--- config.mk ---
export PLATFORM = sky130hd
export DESIGN_NAME = tx_controller
export DESIGN_NICKNAME = d
export VERILOG_FILES = /design/src/rtl/tx_pkg.sv /design/src/rtl/Tx_Baud_Gen.sv /design/src/rtl/tx_controller.sv
export SDC_FILE = /design/constraint.sdc
export NUM_CORES = 1
export LEC_CHECK = 0
export ABC_AREA = 1
export CORE_ASPECT_RATIO = 1.2
export CORE_MARGIN = 8
export CORE_UTILIZATION = 52
export CTS_CLUSTER_SIZE = 16
export DETAILED_ROUTE_END_ITERATION = 12
export GPL_ROUTABILITY_DRIVEN = 0
export PLACE_DENSITY = 0.77
export SLEW_MARGIN = 20
export SYNTH_ARGS = -nofsm -noshare
export SYNTH_HDL_FRONTEND = slang
export SYNTH_SLANG_ARGS = --single-unit
--- constraint.sdc ---
create_clock -name clk -period 1.7 [get_ports clk]
set_input_delay 0.17 -clock clk [delete_from_list [all_inputs] [get_ports clk]]
set_output_delay 0.17 -clock clk [all_outputs]
set_load 0.005 [all_outputs]
--- src/rtl/tx_pkg.sv ---
// Shared encodings for the serial transmit controller: mux selects, FSM states,
// and the parity helper used when a frame is latched.
package tx_pkg;

   localparam logic [1:0] SEL_START  = 2'b00;
   localparam logic [1:0] SEL_DATA   = 2'b01;
   localparam logic [1:0] SEL_PARITY = 2'b10;
   localparam logic [1:0] SEL_STOP   = 2'b11;

   typedef enum logic [2:0] {
      IDLE   = 3'd0,
      START  = 3'd1,
      DATA   = 3'd2,
      PARITY = 3'd3,
      STOP   = 3'd4
   } tx_state_e;

   function automatic logic [1:0] sel_of(input tx_state_e s);
      case (s)
         START:   return SEL_START;
         DATA:    return SEL_DATA;
         PARITY:  return SEL_PARITY;
         default: return SEL_STOP;
      endcase
   endfunction

   // Odd parity is the complement of the even (XOR-reduce) parity.
   function automatic logic parity_of(input logic [7:0] d, input logic odd);
      return odd ? ~^d : ^d;
   endfunction

endpackage

--- src/rtl/Tx_Baud_Gen.sv ---
// Bit-period counter: counts 0..CLKS_PER_BIT-1 while enabled and flags the last
// cycle of each period (bit_tick) and the cycle before it (pre_tick).
module Tx_Baud_Gen #(
   parameter int unsigned CLKS_PER_BIT = 16
) (
   input  logic clk,
   input  logic rst_n,
   input  logic clear_i,
   input  logic en_i,
   output logic bit_tick_o,
   output logic pre_tick_o
);

   localparam int unsigned CNT_W = (CLKS_PER_BIT > 1) ? $clog2(CLKS_PER_BIT) : 1;
   localparam logic [CNT_W-1:0] CNT_LAST = CNT_W'(CLKS_PER_BIT - 1);
   localparam logic [CNT_W-1:0] CNT_PRE  = CNT_W'(CLKS_PER_BIT - 2);

   logic [CNT_W-1:0] cnt_q, cnt_d;

   always_comb begin
      cnt_d = cnt_q;
      if (clear_i) begin
         cnt_d = '0;
      end else if (en_i) begin
         cnt_d = (cnt_q == CNT_LAST) ? '0 : cnt_q + CNT_W'(1);
      end
   end

   always_ff @(posedge clk or negedge rst_n) begin
      if (!rst_n) cnt_q <= '0;
      else        cnt_q <= cnt_d;
   end

   assign bit_tick_o = en_i && (cnt_q == CNT_LAST);
   // pre_tick lets registered outputs line up with the final cycle of a period.
   assign pre_tick_o = en_i && (cnt_q == CNT_PRE);

endmodule

--- src/rtl/tx_controller.sv ---
// Serial frame sequencer: drives the TX mux select, data and parity bits for
// start / 8 data (LSB first) / optional parity / stop framing.
//
//   state  | meaning
//   IDLE   | line idle (select 11), waiting for Tx_start
//   START  | start bit (select 00)
//   DATA   | 8 data bits, LSB first (select 01)
//   PARITY | parity bit (select 10), only when PARITY_EN
//   STOP   | stop bit (select 11), Tx_done on its last cycle
module tx_controller
   import tx_pkg::*;
#(
   parameter int unsigned CLKS_PER_BIT = 16,
   parameter bit          PARITY_EN    = 1'b1
) (
   input  logic       clk,
   input  logic       rst_n,
   input  logic       Tx_start,
   input  logic [7:0] Data_in,
   input  logic       Parity_odd,
   output logic [1:0] select,
   output logic       Data_bit,
   output logic       Parity_bit,
   output logic       Tx_busy,
   output logic       Tx_done
);

   tx_state_e  state_q, state_d;
   logic [7:0] shift_q, shift_d;
   logic [2:0] bit_cnt_q, bit_cnt_d;
   logic       parity_q, parity_d;
   logic [1:0] sel_q, sel_d;
   logic       data_bit_q, data_bit_d;
   logic       busy_q, busy_d;
   logic       done_q, done_d;
   logic       armed_q;
   logic       bit_tick, pre_tick;

   Tx_Baud_Gen #(.CLKS_PER_BIT(CLKS_PER_BIT)) u_baud (
      .clk        (clk),
      .rst_n      (rst_n),
      .clear_i    (state_q == IDLE),
      .en_i       (state_q != IDLE),
      .bit_tick_o (bit_tick),
      .pre_tick_o (pre_tick)
   );

   always_comb begin
      state_d   = state_q;
      shift_d   = shift_q;
      bit_cnt_d = bit_cnt_q;
      parity_d  = parity_q;
      done_d    = 1'b0;
      case (state_q)
         IDLE: begin
            // armed_q blocks a start on the very first edge after reset release.
            if (Tx_start && armed_q) begin
               state_d   = START;
               shift_d   = Data_in;
               bit_cnt_d = 3'd0;
               parity_d  = parity_of(Data_in, Parity_odd);
            end
         end
         START: if (bit_tick) state_d = DATA;
         DATA: begin
            if (bit_tick) begin
               shift_d   = {1'b1, shift_q[7:1]};
               bit_cnt_d = bit_cnt_q + 3'd1;
               if (bit_cnt_q == 3'd7) state_d = PARITY_EN ? PARITY : STOP;
            end
         end
         PARITY: if (bit_tick) state_d = STOP;
         STOP: begin
            done_d = pre_tick;
            if (bit_tick) state_d = IDLE;
         end
         default: state_d = IDLE;
      endcase
      sel_d      = sel_of(state_d);
      data_bit_d = (state_d == DATA) ? shift_d[0] : 1'b1;
      busy_d     = (state_d != IDLE);
   end

   always_ff @(posedge clk or negedge rst_n) begin
      if (!rst_n) begin
         state_q    <= IDLE;
         shift_q    <= 8'h00;
         bit_cnt_q  <= 3'd0;
         parity_q   <= 1'b0;
         sel_q      <= SEL_STOP;
         data_bit_q <= 1'b1;
         busy_q     <= 1'b0;
         done_q     <= 1'b0;
         armed_q    <= 1'b0;
      end else begin
         state_q    <= state_d;
         shift_q    <= shift_d;
         bit_cnt_q  <= bit_cnt_d;
         parity_q   <= parity_d;
         sel_q      <= sel_d;
         data_bit_q <= data_bit_d;
         busy_q     <= busy_d;
         done_q     <= done_d;
         armed_q    <= 1'b1;
      end
   end

   assign select     = sel_q;
   assign Data_bit   = data_bit_q;
   assign Parity_bit = parity_q;
   assign Tx_busy    = busy_q;
   assign Tx_done    = done_q;

endmodule

# Word level (Yosys, flattened, before mapping)

Cells that the tools add are included.

Register bits after elaboration: 25
Output and inout port bits: 6
Word-level logic and storage cells: 57
Input bits: 12

Muxes and demuxes: 20
Reductions and logical operators: 12
$add $sub $neg: 2
Equal/unequal tests: 12

Operators by type and width:

| kind                                          | number |
|---|---|
| two-way mux 3 bit                             | 8 |
| two-way mux 8 bit                             | 2 |
| case mux 8 bit (2 select lines)               | 1 |
| case mux 3 bit (5 select lines)               | 1 |
| == test 3 x 2 -> 1 bit, second input constant | 4 |
| two-way mux 4 bit                             | 3 |
| == test 4 bit, second input constant          | 2 |
| XNOR reduction 8 bit                          | 1 |
| parity 8 bit                                  | 1 |
| == test 3 x 1 -> 1 bit, second input constant | 2 |
| == test 3 bit, second input constant          | 2 |
| case mux 2 bit (3 select lines)               | 1 |
| case mux 3 bit (2 select lines)               | 1 |
| nonzero test 3 bit                            | 2 |
| adder 4 x 1 -> 4 bit, second input constant   | 1 |
| != test 2 bit, second input constant          | 2 |
| nonzero test 2 bit                            | 2 |
| adder 3 x 1 -> 3 bit, second input constant   | 1 |
| logical AND 1 bit                             | 3 |
| zero test 3 bit                               | 1 |
| two-way mux 1 bit                             | 3 |
| AND reduction 3 bit                           | 1 |
| AND reduction 2 bit                           | 1 |

# Logic depth before layout (Yosys ltp)

Gate-level depths: netlist of the first run.

Depth after elaboration: 6
Mapped depth: 10

# By module

Synthesis of the first run repeated with hierarchy kept, for this count alone.

Cell total of the unflattened synthesis: 146
Area total of the unflattened synthesis: 1291.2 µm²

Modules (own cells, without submodules):

| module        | area an instance (µm²) | cells an instance | times used | seq. area each (µm²) |
|---|---|---|---|---|
| tx_controller | 1044.8                 | 115               | 1          | 529.3 |
| Tx_Baud_Gen   | 246.5                  | 31                | 1          | 100.1 |

# Least setup slack after synthesis of the first run

No wires, ideal clock.

Path kind: flip-flop to flip-flop
From: register u_baud.cnt_q[0]
To: register data_bit_q (netlist: Data_bit)
Data arrival time: 1221 ps
Required time: 1614 ps
Buffers on the path: 1
Stages on the path, launching flop included: 9
Library setup time: 86 ps
Setup slack: 393 ps
Cell sequence: dfrtp_1 -> ha_1 -> nand3_2 -> nor2_2 -> buf_6 -> nand2_2 -> nand3_2 -> nor2_1 -> nand3_1

Longest elaborated chain between the ends: 6
Elaborated cells on any way between the ends: 11

RTL lines:

| what                                        | line                 | RTL |
|---|---|---|
| from (decl)                                 | Tx_Baud_Gen.sv:18    | `logic [CNT_W-1:0] cnt_q, cnt_d;` |
| from (signal assigned)                      | Tx_Baud_Gen.sv:31    | `else cnt_q <= cnt_d;` |
| == test 4 bit (*)                           | Tx_Baud_Gen.sv:34    | `assign bit_tick_o = en_i && (cnt_q == CNT_LAST);` |
| logical AND 1 bit (*)                       | Tx_Baud_Gen.sv:34    |  |
| two-way mux 3 bit, on equally long branches | --                   |  |
| case mux 3 bit (5 select lines) (*)         | tx_controller.sv:54  | `case (state_q)` |
| via state_d[0]                              | tx_controller.sv:28  | `tx_state_e state_q, state_d;` |
| == test 3 x 2 -> 1 bit (*)                  | tx_controller.sv:80  | `data_bit_d = (state_d == DATA) ? shift_d[0] : 1'b1;` |
| two-way mux 1 bit (*)                       | tx_controller.sv:80  |  |
| via data_bit_d                              | tx_controller.sv:33  | `logic data_bit_q, data_bit_d;` |
| to (signal assigned)                        | tx_controller.sv:101 | `data_bit_q <= data_bit_d;` |
| to (decl)                                   | tx_controller.sv:33  |  |

Mark *: on every way through the listed nets, which the timed path passes. The rest lies on a longest branch. The select of a mux whose other input is x is not followed.
A chain may end at the register's enable or synchronous reset.

# Worst setup path in the final report of the first run

From: register sel_q[1] (netlist: select[1])
To: output select[1]

RTL lines:

| what                   | line                 | RTL |
|---|---|---|
| from (decl)            | tx_controller.sv:32  | `logic [1:0] sel_q, sel_d;` |
| from (signal assigned) | tx_controller.sv:100 | `sel_q <= sel_d;` |
| to (decl)              | tx_controller.sv:21  | `output logic [1:0] select,` |

No word-level cell between the ends.

==> metrics.md, run 1 <==
| Metric | Value |
|---|---|
| Status | completed |
| Final instance area | 0.001478 sq mm |
| Post-synthesis sequential area ratio | 0.5101 |
| First-pass GRT wire length | 4.264 mm |
| Fmax | 655.5 MHz |
| Cell internal pwr | 721.1 uW |
| Critical path required time | 1.53 ns |
| CP max stage cell | dfstp_2 |
| Cts repair resizes | 0 |
| HPWL after DPL | 1.837 mm |
| Final worst slack | 0.1744 ns |
| Worst setup SP type | flop |
| Max-cap violations | 0 |
| Largest net degree at the start of global routing | 26 |
| Clk_skew | 0.009246 ns |
| Sequential power share | 0.641 |
| Final hold violations | 0 |
| Hold WC Path Type | primary input to asynchronous set/reset pin |
| Total CTS buffers | 3 |
| Critical Path AT | 1.36 ns |
| Remaining antenna violation count | 0 |
| Vias | 998 |
| Type of the worst setup path | flop to output pin |
| Final setup fails | 0 |
| Skew-Pair Late Insertion Delay | 0.32 ns |
| Post-synth top area cell | dfrtp_1 |
| Sink Count | 25 |
| PwrDens | 630.9 mW/mm^2 |
| Hold Buf Count CTS | 0 |
| Initial Utilization | 0.5406 |
| Largest cells by area after synthesis | dfrtp_1 (45%), nand2_1 (13%), dfstp_2 (6.4%), inv_1 (5.2%), nand3_1 (4.5%) |
| Switch share | 0.2265 |
| Chip height | 69.36 microns |
| I/O Buffers | 17 |
| Diode count | 0 |
| RSZ-0062 raised after global routing | false |
| Worst r2r src | u_baud.cnt_q[0] |
| Fraction of layout cells with a size suffix above 1 | 0.1273 |
| Synthesized area per cell | 8.688 sq um |
| Die X | 60.47 microns |
| Initial antenna violation count | 0 |
| CTS tree | done |
| Worst VDD drop | 0.3669 mV |
| Setup bufs post-CTS | 0 |
| Synth Warn # | 0 |
| Pre-CTS setup slack | 0.2420 ns |
| Die area | 0.004194 sq mm |
| FP Rows | 19 |
| Crit-path leading delay family | flip-flops |
| Slew Limit Fails | 0 |
| Mapped Cells | 142 |
| Buf+Inv Stages, Crit Path | 1 |
| Routed WL per cell | 11.68 microns |
| Number of global-route vias before repair | 997 |
| Worst-path maximum fanout | 1 |
| CP max stage delay | 0.54 ns |
| Combinational power share | 0.083 |
| Final Total Pwr | 932.3 uW |
| DRC Markers | 0 |
| I/O pin total | 18 |
| Syn-to-layout area delta | 19.78% |
| CTS clk-pin slew, worst paths | 0.13 ns |
| Power share of the clock group | 0.276 |
| Core ar. | 0.002282 sq mm |
| Yosys top cell area share | 0.4462 |
| H-tree depth | 1 |
| Most used DFF post-synth | dfrtp_1 |
| First DRT Iteration DRCs | 42 |
| Most instantiated library cell after synthesis | nand2_1 |
| Placed cell areas | 0.001450 sq mm |
| Leakage | 0.0007458 uW |
| Tmin final | 1.526 ns |
| Vias per cell | 5.092 |
| Post-synth cell types | 23 |
| Clk Tree Root Cell | clkbuf_4 |
| Routed WL | 2.289 mm |
| Asr flop ratio synth | 1.000 |
| Worst Setup SP | select[1] |
| Longest Clk Path Bufs | 2 |
| Final setup TNS | 0 ns |
| EDFF count, synth | 0 |
| Critical Path End Type | output pin |
| Crit-path cells | clkdlybuf4s50_1 |
| Most frequent cells after synthesis | nand2_1 (43), dfrtp_1 (22), inv_1 (17), nand3_1 (11), nor2_1 (11) |
| GR Overflow Total | 0 |
| NumNets Final | 182 |
| Final Cycle Share | 0.8974 |
| Total global routing track utilization | 0.1300 |
| Pre-antenna DRT Iters | 4 |
| #FFs+latches synth | 25 |
| Syn nets | 158 |
| Hold_ws | 0.1823 ns |
| P_sw | 211.2 uW |
| Synth Cell Area | 0.001234 sq mm |
## per-stage QoR
stage | utilization | std cells
2_1_floorplan | - | 142
5_1_grt | 0.6475 | 196
4_1_cts | 0.6475 | 196
3_5_place_dp | 0.6354 | 192
6_report | 0.6475 | 196
3_3_place_gp | 0.6354 | 192
## area by class of cell
type / count / area [sq um]
Fill cell: 205 / 804.5
Sequential cell: 25 / 629.4
Multi-Input combinational cell: 95 / 506.7
Clock inverter: 1 / 5.005
Inverter: 20 / 75.07
Timing Repair Buffer: 21 / 200.2
Clock buffer: 3 / 22.52
Tap cell: 31 / 38.79
## registers in the layout, indices dropped and copies added (netlist names)
signal	cells
shift_q	8
bit_cnt_q	3
Parity_bit	1
u_baud.cnt_q	4
armed_q	1
Tx_done	1
select	2
Tx_busy	1
state_q	3
Data_bit	1
## power groups by stage
stage / logic, uW / registers [uW] / clock network, uW
floorplan: 30.6 / 608 / 0
global placement: 76.3 / 608 / 0
detailed placement: 78.7 / 608 / 0
CTS: 78.6 / 597 / 272
global route: 86.9 / 598 / 298
finish: 77.4 / 597 / 258
## cell families after synthesis
group	share of synthesized area
buffers and inverters	0.07910
AND/OR/NAND/NOR	0.2718
AO/OA/AOI/OAI	0.07404
other	0.003040
flip-flops	0.5101
adder cells (fa/ha/maj)	0.04057
XOR/XNOR	0.02130
## path summary, 6_finish.rpt
path,end,slack (ns),cells past startpoint
setup / recovery,select[1],0.17,1
max in group asynchronous,Data_bit,1.23,2
min in group clk,shift_q[3],0.47,3
setup reg to reg,Tx_busy,0.21,7
hold / removal,armed_q,0.18,2
hold reg to reg,u_baud.cnt_q[0],0.49,1
## layout by cell type (no fill, tap or decap)
master            n
buf_4             4
dfstp_2           3
conb_1            1
a21oi_1           3
xnor2_1           1
nor2_1           11
clkinv_2          1
inv_1            17
dfrtp_1          22
clkbuf_4          3
nand3_1          11
clkdlybuf4s50_1  17
nor2_4            1
nor2_2            2
nand2_1          43
o211ai_1          4
ha_1              4
nor4_1            1
xor2_1            2
nand4_4           1
nand3_2           2
a22o_1            2
o221ai_1          1
nand2_2           1
o21ai_0           4
inv_2             3
## metal layers
layer | routed length [microns] | GRT usage
met1 | 1028 | 0.1596
met4 | 51 | 0.07273
met5 | 0 | 0
met3 | 117 | 0.03896
met2 | 1093 | 0.1940
No activity file was read; power rests on OpenSTA's default activity.
==> run 2, diff against run 1 <==
GPL_ROUTABILITY_DRIVEN = unset   (was 0)
==> results of run 2 <==
Same layout as run 1: the final DEF is identical, and so are final timing and power.
==> run 3, diff against run 2 <==
GPL_ROUTABILITY_DRIVEN = 0   (was unset)
GPL_TIMING_DRIVEN = 0   (was unset)
==> metrics.md, run 3 (synthesis gave the netlist of run 1 again) <==
| Metric | Value |
|---|---|
| Detail Route met3 WL | 135 microns (was 117 microns) |
| Tightest Pin Transition | 0.5462 ns |
| Initial Utilization | 0.5406 (unchanged) |
| CTS clk-pin slew, worst paths | 0.13 ns (about the same) |
| Number of global-route vias before repair | 995 (was 997) |
| First-pass GRT wire length | 4.071 mm (was 4.264 mm) |
| Tmin final | 1.505 ns (was 1.526 ns) |
| Final instance area | 0.001474 sq mm (was 0.001478 sq mm) |
| Setup bufs post-CTS | 0 (unchanged) |
| Slew Limit Fails | 0 (unchanged) |
| Critical path required time | 1.53 ns (about the same) |
| Highest metal used | met3 (was met4) |
| Skew-Pair Late Insertion Delay | 0.31 ns (was 0.32 ns) |
| Longest Clk Path Bufs | 2 (unchanged) |
| DRT met1 WL | 966 microns (was 1.028 mm) |
| Routed WL | 2.292 mm (was 2.289 mm) |
| Switch share | 0.2222 (was 0.2265) |
| Sink Count | 25 (unchanged) |
| Die X | 60.47 microns (unchanged) |
| Total global routing track utilization | 0.1227 (was 0.1300) |
| Final Cycle Share | 0.8856 (was 0.8974) |
| Max reg flops | 8 (unchanged) |
| Clk Tree Root Cell | clkbuf_4 (unchanged) |
| Clk_skew | 0.005087 ns (was 0.009246 ns) |
| Chip height | 69.36 microns (unchanged) |
| Most frequent cells in the layout | nand2_1 (43), dfrtp_1 (22), inv_1 (17) (was nand2_1 (43), dfrtp_1 (22), inv_1 (17), clkdlybuf4s50_1 (17)) |
| Leakage | 0.0007409 uW (was 0.0007458 uW) |
| GR Overflow Total | 0 (unchanged) |
| I/O pin total | 18 (unchanged) |
| Routed WL per cell | 11.75 microns (was 11.68 microns) |
| H-tree depth | 1 (unchanged) |
| Metal2 WL | 1.191 mm (was 1.093 mm) |
| Cts repair resizes | 0 (unchanged) |
| Final setup TNS | 0 ns (unchanged) |
| Initial antenna violation count | 0 (unchanged) |
| CTS tree | done (unchanged) |
| Die area | 0.004194 sq mm (unchanged) |
| Total CTS buffers | 3 (unchanged) |
| CP max stage delay | 0.54 ns (about the same) |
| NumNets Final | 181 (was 182) |
| Type of the worst setup path | flop to output pin (unchanged) |
| Critical Path AT | 1.34 ns (was 1.36 ns) |
| Largest regs | shift_q: 8 flops, u_baud.cnt_q: 4 flops (unchanged) |
| Pre-antenna DRT Iters | 4 (unchanged) |
| Largest net degree at the start of global routing | 26 (unchanged) |
| Number of cells after detailed placement | 190 (was 192) |
| Vias | 991 (was 998) |
| Cell internal pwr | 723.2 uW (was 721.1 uW) |
| Worst VDD drop | 0.3551 mV (was 0.3669 mV) |
| FP Rows | 19 (unchanged) |
| Final hold violations | 0 (unchanged) |
| Buf+Inv Stages, Crit Path | 1 (unchanged) |
| RSZ-0062 raised after global routing | false (unchanged) |
| Status | completed (unchanged) |
| Syn-to-layout area delta | 19.47% (was 19.78%) |
| Remaining antenna violation count | 0 (unchanged) |
| Max-cap violations | 0 (unchanged) |
| Diode count | 0 (unchanged) |
| Power share of the clock group | 0.273 (was 0.276) |
| Core ar. | 0.002282 sq mm (unchanged) |
| I/O Buffers | 17 (unchanged) |
| Worst-path maximum fanout | 1 (unchanged) |
| Headroom to the max-slew limit | 0.6359 |
| First DRT Iteration DRCs | 28 (was 42) |
| Fraction of layout cells with a size suffix above 1 | 0.1159 (was 0.1273) |
| Worst setup SP type | flop (unchanged) |
| P_sw | 206.6 uW (was 211.2 uW) |
| Critical Path End Type | output pin (unchanged) |
| Final cell count without fillers | 195 (was 196) |
| HPWL after DPL | 1.813 mm (was 1.837 mm) |
| Reg with most FFs | shift_q (unchanged) |
| Crit-path cells | clkdlybuf4s50_1 (unchanged) |
| Final setup fails | 0 (unchanged) |
| Placed cell areas | 0.001443 sq mm (was 0.001450 sq mm) |
| Vias per cell | 5.082 (was 5.092) |
| CP max stage cell | dfstp_2 (unchanged) |
| Hold WC Path Type | primary input to asynchronous set/reset pin (unchanged) |
| Crit-path leading delay family | flip-flops (unchanged) |
| Fmax | 664.3 MHz (was 655.5 MHz) |
| Hold Buf Count CTS | 0 (unchanged) |
| Most common cell after layout, fill and taps aside | nand2_1 (unchanged) |
| PwrDens | 630.8 mW/mm^2 (was 630.9 mW/mm^2) |
| Sequential power share | 0.642 (was 0.641) |
| Combinational power share | 0.084 (was 0.083) |
| DRC Markers | 0 (unchanged) |
[run 3: changes by cell type in the layout (fill, tap and decap cells not counted)]
cell / delta
clkinv_2: -1
buf_6: +2
buf_4: -4
clkbuf_1: +1
clkdlybuf4s50_1: -1
dlygate4sd3_1: +1
buf_2: +1
[run 3: metal layers]
layer,GRT usage,vias to the layer above
li1,-,495
met3,0.03340,0
met1,0.1403,477
met4,0.04675,0
met5,0,-
met2,0.2060,19
[run 3: stage by stage]
stage | utilization | total power [uW] | hold slack [ns] | setup WS [ns]
6_report | 0.6458 | 929.8 | 0.3669 | 0.1945
3_5_place_dp | 0.6321 | 687.0 | 0.4753 | 0.1481
4_1_cts | 0.6436 | 945.0 | 0.4686 | 0.1761
2_1_floorplan | - | 638.8 | -0.1256 | 0.3930
3_3_place_gp | 0.6321 | 682.4 | 0.4635 | 0.1678
5_1_grt | 0.6458 | 979.8 | 0.4075 | 0.04921
[run 3: cell type report]
cell class	instances	area, sq um
sequential	25	629.4
inverter	20	75.07
fill	209	808.3
clock buffer	4	26.28
multi-input combinational	95	506.7
buffer	2	22.52
timing repair buffer	18	175.2
tap	31	38.79
[run 3: power by group through the flow]
stage | Sequential [uW] | Clock [uW] | Combinational (uW)
floorplan | 608 | 0 | 30.6
global placement | 608 | 0 | 74.3
detailed placement | 608 | 0 | 78.7
CTS | 597 | 269 | 79.1
global route | 598 | 293 | 89.1
finish | 597 | 254 | 78.5
[run 3: final timing paths]
check                           cells past startpoint             from  slack (ns)         endpoint
worst max-delay path                                1         Data_bit        0.19         Data_bit
max in group asynchronous                           2            rst_n        0.97        select[1]
worst min register to register                      1  u_baud.cnt_q[0]        0.50  u_baud.cnt_q[0]
worst max register to register                      7       state_q[1]        0.20       shift_q[6]
min in group clk                                    3       Data_in[4]        0.47       shift_q[4]
worst min-delay path                                2            rst_n        0.37       state_q[2]
[run 3: worst register-to-register path, cell delays in order (launching register included)]
cell	delay, ns
dfrtp_1	0.47
nor2_4	0.21
nand4_4	0.20
inv_2	0.13
nor2_1	0.07
buf_6	0.14
nand2_1	0.06
o221ai_1	0.10
